--- src/rtl/pc_sequencer.sv ---
// ---------------------------------------------------------------------------
// pc_sequencer : next-PC source select, PC register and call/return stack
// Revision     : 1.0  initial release
// ---------------------------------------------------------------------------
`default_nettype none

module pc_sequencer #(
   parameter int                 d_width      = 12,
   parameter int                 stack_depth  = 8,
   parameter int                 sp_width     = 4,
   parameter logic [d_width-1:0] reset_vector = '0
) (
   input  logic                clk,
   input  logic                rst,
   input  logic                ce,
   input  logic [2:0]          op,
   input  logic                cond,
   input  logic [d_width-1:0]  target,
   input  logic [d_width-1:0]  next_pc,
   output logic [d_width-1:0]  pc,
   output logic [d_width-1:0]  pc_inc,
   output logic [d_width-1:0]  ret_addr,
   output logic [1:0]          mux_sel,
   output logic [sp_width-1:0] sp,
   output logic                stk_ovf,
   output logic                stk_unf
);

   localparam logic [2:0] c_op_jump  = 3'b001;
   localparam logic [2:0] c_op_jumpc = 3'b010;
   localparam logic [2:0] c_op_call  = 3'b011;
   localparam logic [2:0] c_op_ret   = 3'b100;

   localparam logic [1:0] c_sel_inc    = 2'b00;
   localparam logic [1:0] c_sel_target = 2'b01;
   localparam logic [1:0] c_sel_ret    = 2'b10;

   localparam logic [sp_width-1:0] c_sp_full = sp_width'(stack_depth);
   localparam logic [sp_width-1:0] c_sp_one  = sp_width'(1);

   logic [d_width-1:0]  r_pc;
   logic [sp_width-1:0] r_sp;
   logic                r_ovf;
   logic                r_unf;
   logic [d_width-1:0]  r_stack [stack_depth];

   logic                w_empty;
   logic                w_full;
   logic                w_is_call;
   logic                w_is_ret;
   logic                w_push;
   logic                w_pop;
   logic [d_width-1:0]  w_ret_addr;

   assign w_empty   = (r_sp == '0);
   assign w_full    = (r_sp == c_sp_full);
   assign w_is_call = ce && (op == c_op_call);
   assign w_is_ret  = ce && (op == c_op_ret);
   assign w_push    = w_is_call && !w_full;
   assign w_pop     = w_is_ret && !w_empty;

   always_comb begin
      mux_sel = c_sel_inc;
      case (op)
         c_op_jump:  mux_sel = c_sel_target;
         c_op_jumpc: mux_sel = cond ? c_sel_target : c_sel_inc;
         c_op_call:  mux_sel = c_sel_target;
         c_op_ret:   mux_sel = w_empty ? c_sel_inc : c_sel_ret;
         default:    mux_sel = c_sel_inc;
      endcase
   end

   // Top-of-stack read; an empty stack presents zero on the return input.
   always_comb begin
      w_ret_addr = '0;
      for (int i = 0; i < stack_depth; i++) begin
         if (r_sp == sp_width'(i + 1)) begin
            w_ret_addr = r_stack[i];
         end
      end
   end

   // Storage is not reset; gating on rst keeps a push aborted by reset out.
   always_ff @(posedge clk) begin
      if (w_push && !rst) begin
         for (int i = 0; i < stack_depth; i++) begin
            if (r_sp == sp_width'(i)) begin
               r_stack[i] <= pc_inc;
            end
         end
      end
   end

   always_ff @(posedge clk or posedge rst) begin
      if (rst) begin
         r_pc  <= reset_vector;
         r_sp  <= '0;
         r_ovf <= 1'b0;
         r_unf <= 1'b0;
      end else if (ce) begin
         r_pc <= next_pc;
         if (w_push) begin
            r_sp <= r_sp + c_sp_one;
         end else if (w_pop) begin
            r_sp <= r_sp - c_sp_one;
         end
         if (w_is_call && w_full) begin
            r_ovf <= 1'b1;
         end
         if (w_is_ret && w_empty) begin
            r_unf <= 1'b1;
         end
      end
   end

   assign pc       = r_pc;
   assign pc_inc   = r_pc + d_width'(1);
   assign ret_addr = w_ret_addr;
   assign sp       = r_sp;
   assign stk_ovf  = r_ovf;
   assign stk_unf  = r_unf;

endmodule

`default_nettype wire

--- config.mk ---
export PLATFORM = sky130hd
export DESIGN_NAME = pc_sequencer
export DESIGN_NICKNAME = d
export VERILOG_FILES = /design/src/rtl/pc_sequencer.sv
export SDC_FILE = /design/constraint.sdc
export NUM_CORES = 1
export LEC_CHECK = 0
export CELL_PAD_IN_SITES_DETAIL_PLACEMENT = 1
export CELL_PAD_IN_SITES_GLOBAL_PLACEMENT = 1
export CORE_ASPECT_RATIO = 1.4
export CORE_MARGIN = 1
export CORE_UTILIZATION = 28
export CTS_CLUSTER_SIZE = 30
export DETAILED_ROUTE_END_ITERATION = 12
export GPL_TIMING_DRIVEN = 0
export PLACE_DENSITY = 0.57
export SYNTH_ARGS = -nofsm -noshare
export SYNTH_HDL_FRONTEND = slang
export SYNTH_SLANG_ARGS = --single-unit
--- constraint.sdc ---
create_clock -name clk -period 2.65 [get_ports clk]
set_input_delay 0.3975 -clock clk [delete_from_list [all_inputs] [get_ports clk]]
set_output_delay 0.3975 -clock clk [all_outputs]
set_load 0.01 [all_outputs]
==> impl_results.md <==
- Most common flop cell mapped by yosys: sky130_fd_sc_hd__edfxtp_1
- Startpoint type of the worst setup path: flop
- Sw frac: 34.1%
- Critical path fanouts, max: 10
- Number of warning messages in the yosys log: 0
- Top post-synthesis cells by area: sky130_fd_sc_hd__edfxtp_1 (57%), sky130_fd_sc_hd__dfrtp_1 (8.9%), sky130_fd_sc_hd__a22oi_1 (3.6%)
- Global-route wire length before repair: 24,200 um
- Number of global-route vias before repair: 4,026
- Core Area: 0.0175 mm^2
- Crit. End Element: output pin
- Count of cell types in the netlist: 43
- Post-Layout Inst Area: 0.00726 mm^2
- Drt via density: 4.87
- Largest net degree at the start of global routing: 19
- First drt pass iteration count: 4
- Die extent in y: 161 um
- Final hold vios: 0
- P_sw: 2.64 mW
- Worst reg2reg startpoint: sp[1]
- Ports: 75
- Diodes inserted: 0
- Post-Place Worst Slack: -0.545 ns
- Seq/Total Area, Yosys: 65.7%
- Area post-placement: 0.00602 mm^2
- Hold Crit Endpoint: stk_ovf
- Clock tree from TritonCTS: built
- Cell with the largest stage delay on the worst path: sky130_fd_sc_hd__dfrtp_2
- Ranking of synthesized cells by instance count: sky130_fd_sc_hd__edfxtp_1 (96), sky130_fd_sc_hd__inv_1 (36), sky130_fd_sc_hd__nand2_1 (31), sky130_fd_sc_hd__a21oi_1 (30), sky130_fd_sc_hd__o21ai_0 (27)
- Filler cell count: 1,891
- Crit path kind: reg2out
- Compound-gate portion of the synthesized area: 14.7%
- Layout Nets: 543
- Final count of pins violating max slew: 0
- Wire length per cell: 21.0 um
- Worst setup slack for register-to-register paths: 0.20 ns
- Total detailed-routing wirelength: 15,900 um
- Fraction of the mapped netlist area in adder cells: 1.23%
- Setup clock skew after layout: 0.0109 ns
- Period utilization: 98.0%
- DIE AREA: 0.0187 mm^2
- Top cell type's share of synthesized area: 56.9%
- IO Port Bufs: 62
- Post-synthesis sequential element count: 114
- XOR/XNOR Fraction of Synth Area: 2.25%
- Number of antenna violations at the first check in global routing: 0
- Result of the run: complete, no violations
- Maximum clock frequency: 0.385 GHz
- Synth Cell Area: 0.00507 mm^2
- Dominant cell type by area after synthesis: sky130_fd_sc_hd__edfxtp_1
- Clock latency at the later pin of the worst-skew pair: 0.42 ns
- Number of enable-type register cells in the synthesized netlist: 96
- Path category of the worst min-delay check: reg2reg
- Area Overhead vs Synth: 43.3%
- Most common cell in the synthesized netlist: sky130_fd_sc_hd__edfxtp_1
- Simple-gate area share of the yosys netlist: 8.79%
- Root Buffer: sky130_fd_sc_hd__clkbuf_16
- Antenna viol nets, final: 0
- Worst Min Path Start: stk_ovf
- P_leak: 2.73 nW
- Maximum root-to-sink buffer count: 2
- Cells on Worst Hold Path: 1
- Worst-path clk slew: 0.06 ns
- RR Endpoint: r_stack[0][6]
- Final Wtd Congestion: 0.762
- Relative slew slack: 44.5%
- Multiplexer share of the synthesized area: 2.17%
- Iteration-0 DRC Markers: 97
- Count of mapped cells out of synthesis: 400
- Number of violations of the max-capacitance limit: 0
- P_int: 5.11 mW
- Num rows: 57
- Worst setup margin: 0.0533 ns
- Cell mode on critical path: sky130_fd_sc_hd__a21oi_1
- Worst Tran Pin Value: 0.833 ns
- Crit path DAT: 2.20 ns
- Die X-Extent: 116 um
- Biggest cell delay along the critical path: 0.43 ns
- Worst path required time: 2.25 ns
- Net count after synthesis: 436
- Relative contribution of sequential cells to total power: 27.6%
- TritonCTS buffer count: 17
- Average footprint of a synthesized cell: 12.7 um^2
- Vias: 3,679
- Final number of setup-violating endpoints: 0
- Sinks on the clock net: 114
- Peak supply drop: 0.475 mV
- Pwr dens: 1070 mW/mm^2
- Proportion of layout cells with a drive suffix above 1: 29.8%
- Part of the total power dissipated in the clock network: 30.9%
- Post-detailed-route DRC marker count: 0
- Total routing resource utilization after global routing: 18.3%
- Fraction of synthesis flops using an asynchronous set or reset pin: 15.8%
- Estimated wirelength of the detail-placed design: 10,500 um
- Combinational group share of total power: 41.6%
- Final critical path time including I/O delays and setup: 2.60 ns
- Crit-path cells: inv_2, ha_2, buf_6, buf_12, a21oi_1, a221oi_2, o21ai_1, a21oi_1, buf_2
- Effective utilization at floorplan: 28.9%
- Number of H-tree levels: 4
- Total gr overflow: 0
- Largest family of logic cells by synthesized area: compound AO/OA/AOI/OAI gates
- Worst-case reg-to-reg path depth: 8
==> worst max-delay path by stage <==
stage               startpoint        endpoint  slack, ns  cells after the start
floorplan                sp[0]  r_stack[1][36]       0.08                      6
global placement         sp[0]  r_stack[1][40]      -1.52                      6
detailed placement       sp[0]     ret_addr[0]      -0.54                      7
CTS                      sp[1]     ret_addr[9]      -0.04                      7
global route             sp[0]     ret_addr[5]      -0.01                      9
finish                   sp[0]     ret_addr[5]       0.05                      9
==> stage by stage <==
stage / std cells / util [%] / hold WS (ns) / power, mW / TNS, ns
5_1_grt: 756 / 41.4 / 0.469 / 8.10 / -0.0210
4_1_cts: 748 / 40.5 / 0.462 / 7.61 / -0.0596
3_3_place_gp: 698 / 34.1 / 0.459 / 4.75 / -37.42
3_5_place_dp: 700 / 34.3 / 0.447 / 4.83 / -17.94
6_report: 756 / 41.4 / 0.455 / 7.75 / 0
2_1_floorplan: 400 / - / 0.336 / 3.59 / 0
==> power by group through the flow <==
stage	registers [mW]	logic, mW	clock network, mW
finish	2.14	3.22	2.39
global route	2.15	3.46	2.49
CTS	2.13	3.07	2.41
detailed placement	2.17	2.67	0
global placement	2.17	2.59	0
floorplan	2.18	1.42	0
==> cell type report <==
class                   instances  area (um^2)  share of cell area (%)
plain buffers                  25          263                    3.62
clock inverters                 7          134                    1.84
flip-flops and latches        114         3340                    46.0
multi-input cells             224         1840                    25.4
inverters                      36          138                    1.89
repair buffers                 89          774                    10.7
well taps                     236          295                    4.07
clock buffers                  25          475                    6.55
==> per-layer routing <==
| metal | vias up | wire, um | track usage [%] |
|---|---|---|---|
| met3 | 12 | 657 | 4.35 |
| met4 | 0 | 200 | 5.77 |
| li1 | 1698 | - | - |
| met5 | - | 0 | 0 |
| met1 | 1887 | 5990 | 20.1 |
| met2 | 82 | 9020 | 33.9 |
==> sequential cells by signal, summed over array words and instances (netlist names) <==
name / cells
r_stack: 96
pc: 12
sp: 4
stk_ovf: 1
stk_unf: 1
==> critical path: cells and delay by family, from the launching register on <==
family                   cells  cell delay (ns)
adder cells (fa/ha/maj)      1             0.19
buffers and inverters        4             0.56
AO/OA/AOI/OAI                4             0.60
flip-flops                   1             0.43
==> cells by family (layout without fill, tap and decap cells) <==
kind of cell	Yosys count	after routing
buffers and inverters	62	182
AND/OR/NAND/NOR	83	83
flip-flops	114	114
AO/OA/AOI/OAI	113	113
adder cells (fa/ha/maj)	5	5
multiplexers	10	10
XOR/XNOR	13	13
==> timing repair <==
| item | CTS | global route |
|---|---|---|
| endpoints found under the setup margin | 65 | 27 |
| endpoints found under the hold margin | 0 | 0 |
| pin swaps | 18 | 19 |
| resized for setup | 149 | 42 |
| hold buffers | 0 | 0 |
| setup buffers | 17 | 8 |
==> layout by cell type (no fill, tap or decap), drive strengths merged, types with 2 or more instances in the layout <==
master	instances
a221oi	3
nand2b	6
and2	4
and3	7
nand3	3
nor3	3
a21o	9
nor2b	4
clkdlybuf4s50	43
dfrtp	18
a22oi	24
nand2	31
nor2	10
a2111oi	2
bufinv	4
o221ai	8
o21ai	28
buf	53
mux2i	2
a21oi	30
nand4	3
xnor2	9
edfxtp	96
a31oi	3
ha	5
and3b	2
clkinv	3
nand3b	5
mux2	8
dlygate4sd2	4
xor2	4
clkbuf	38
inv	36
(Power assumes the default switching activity.)
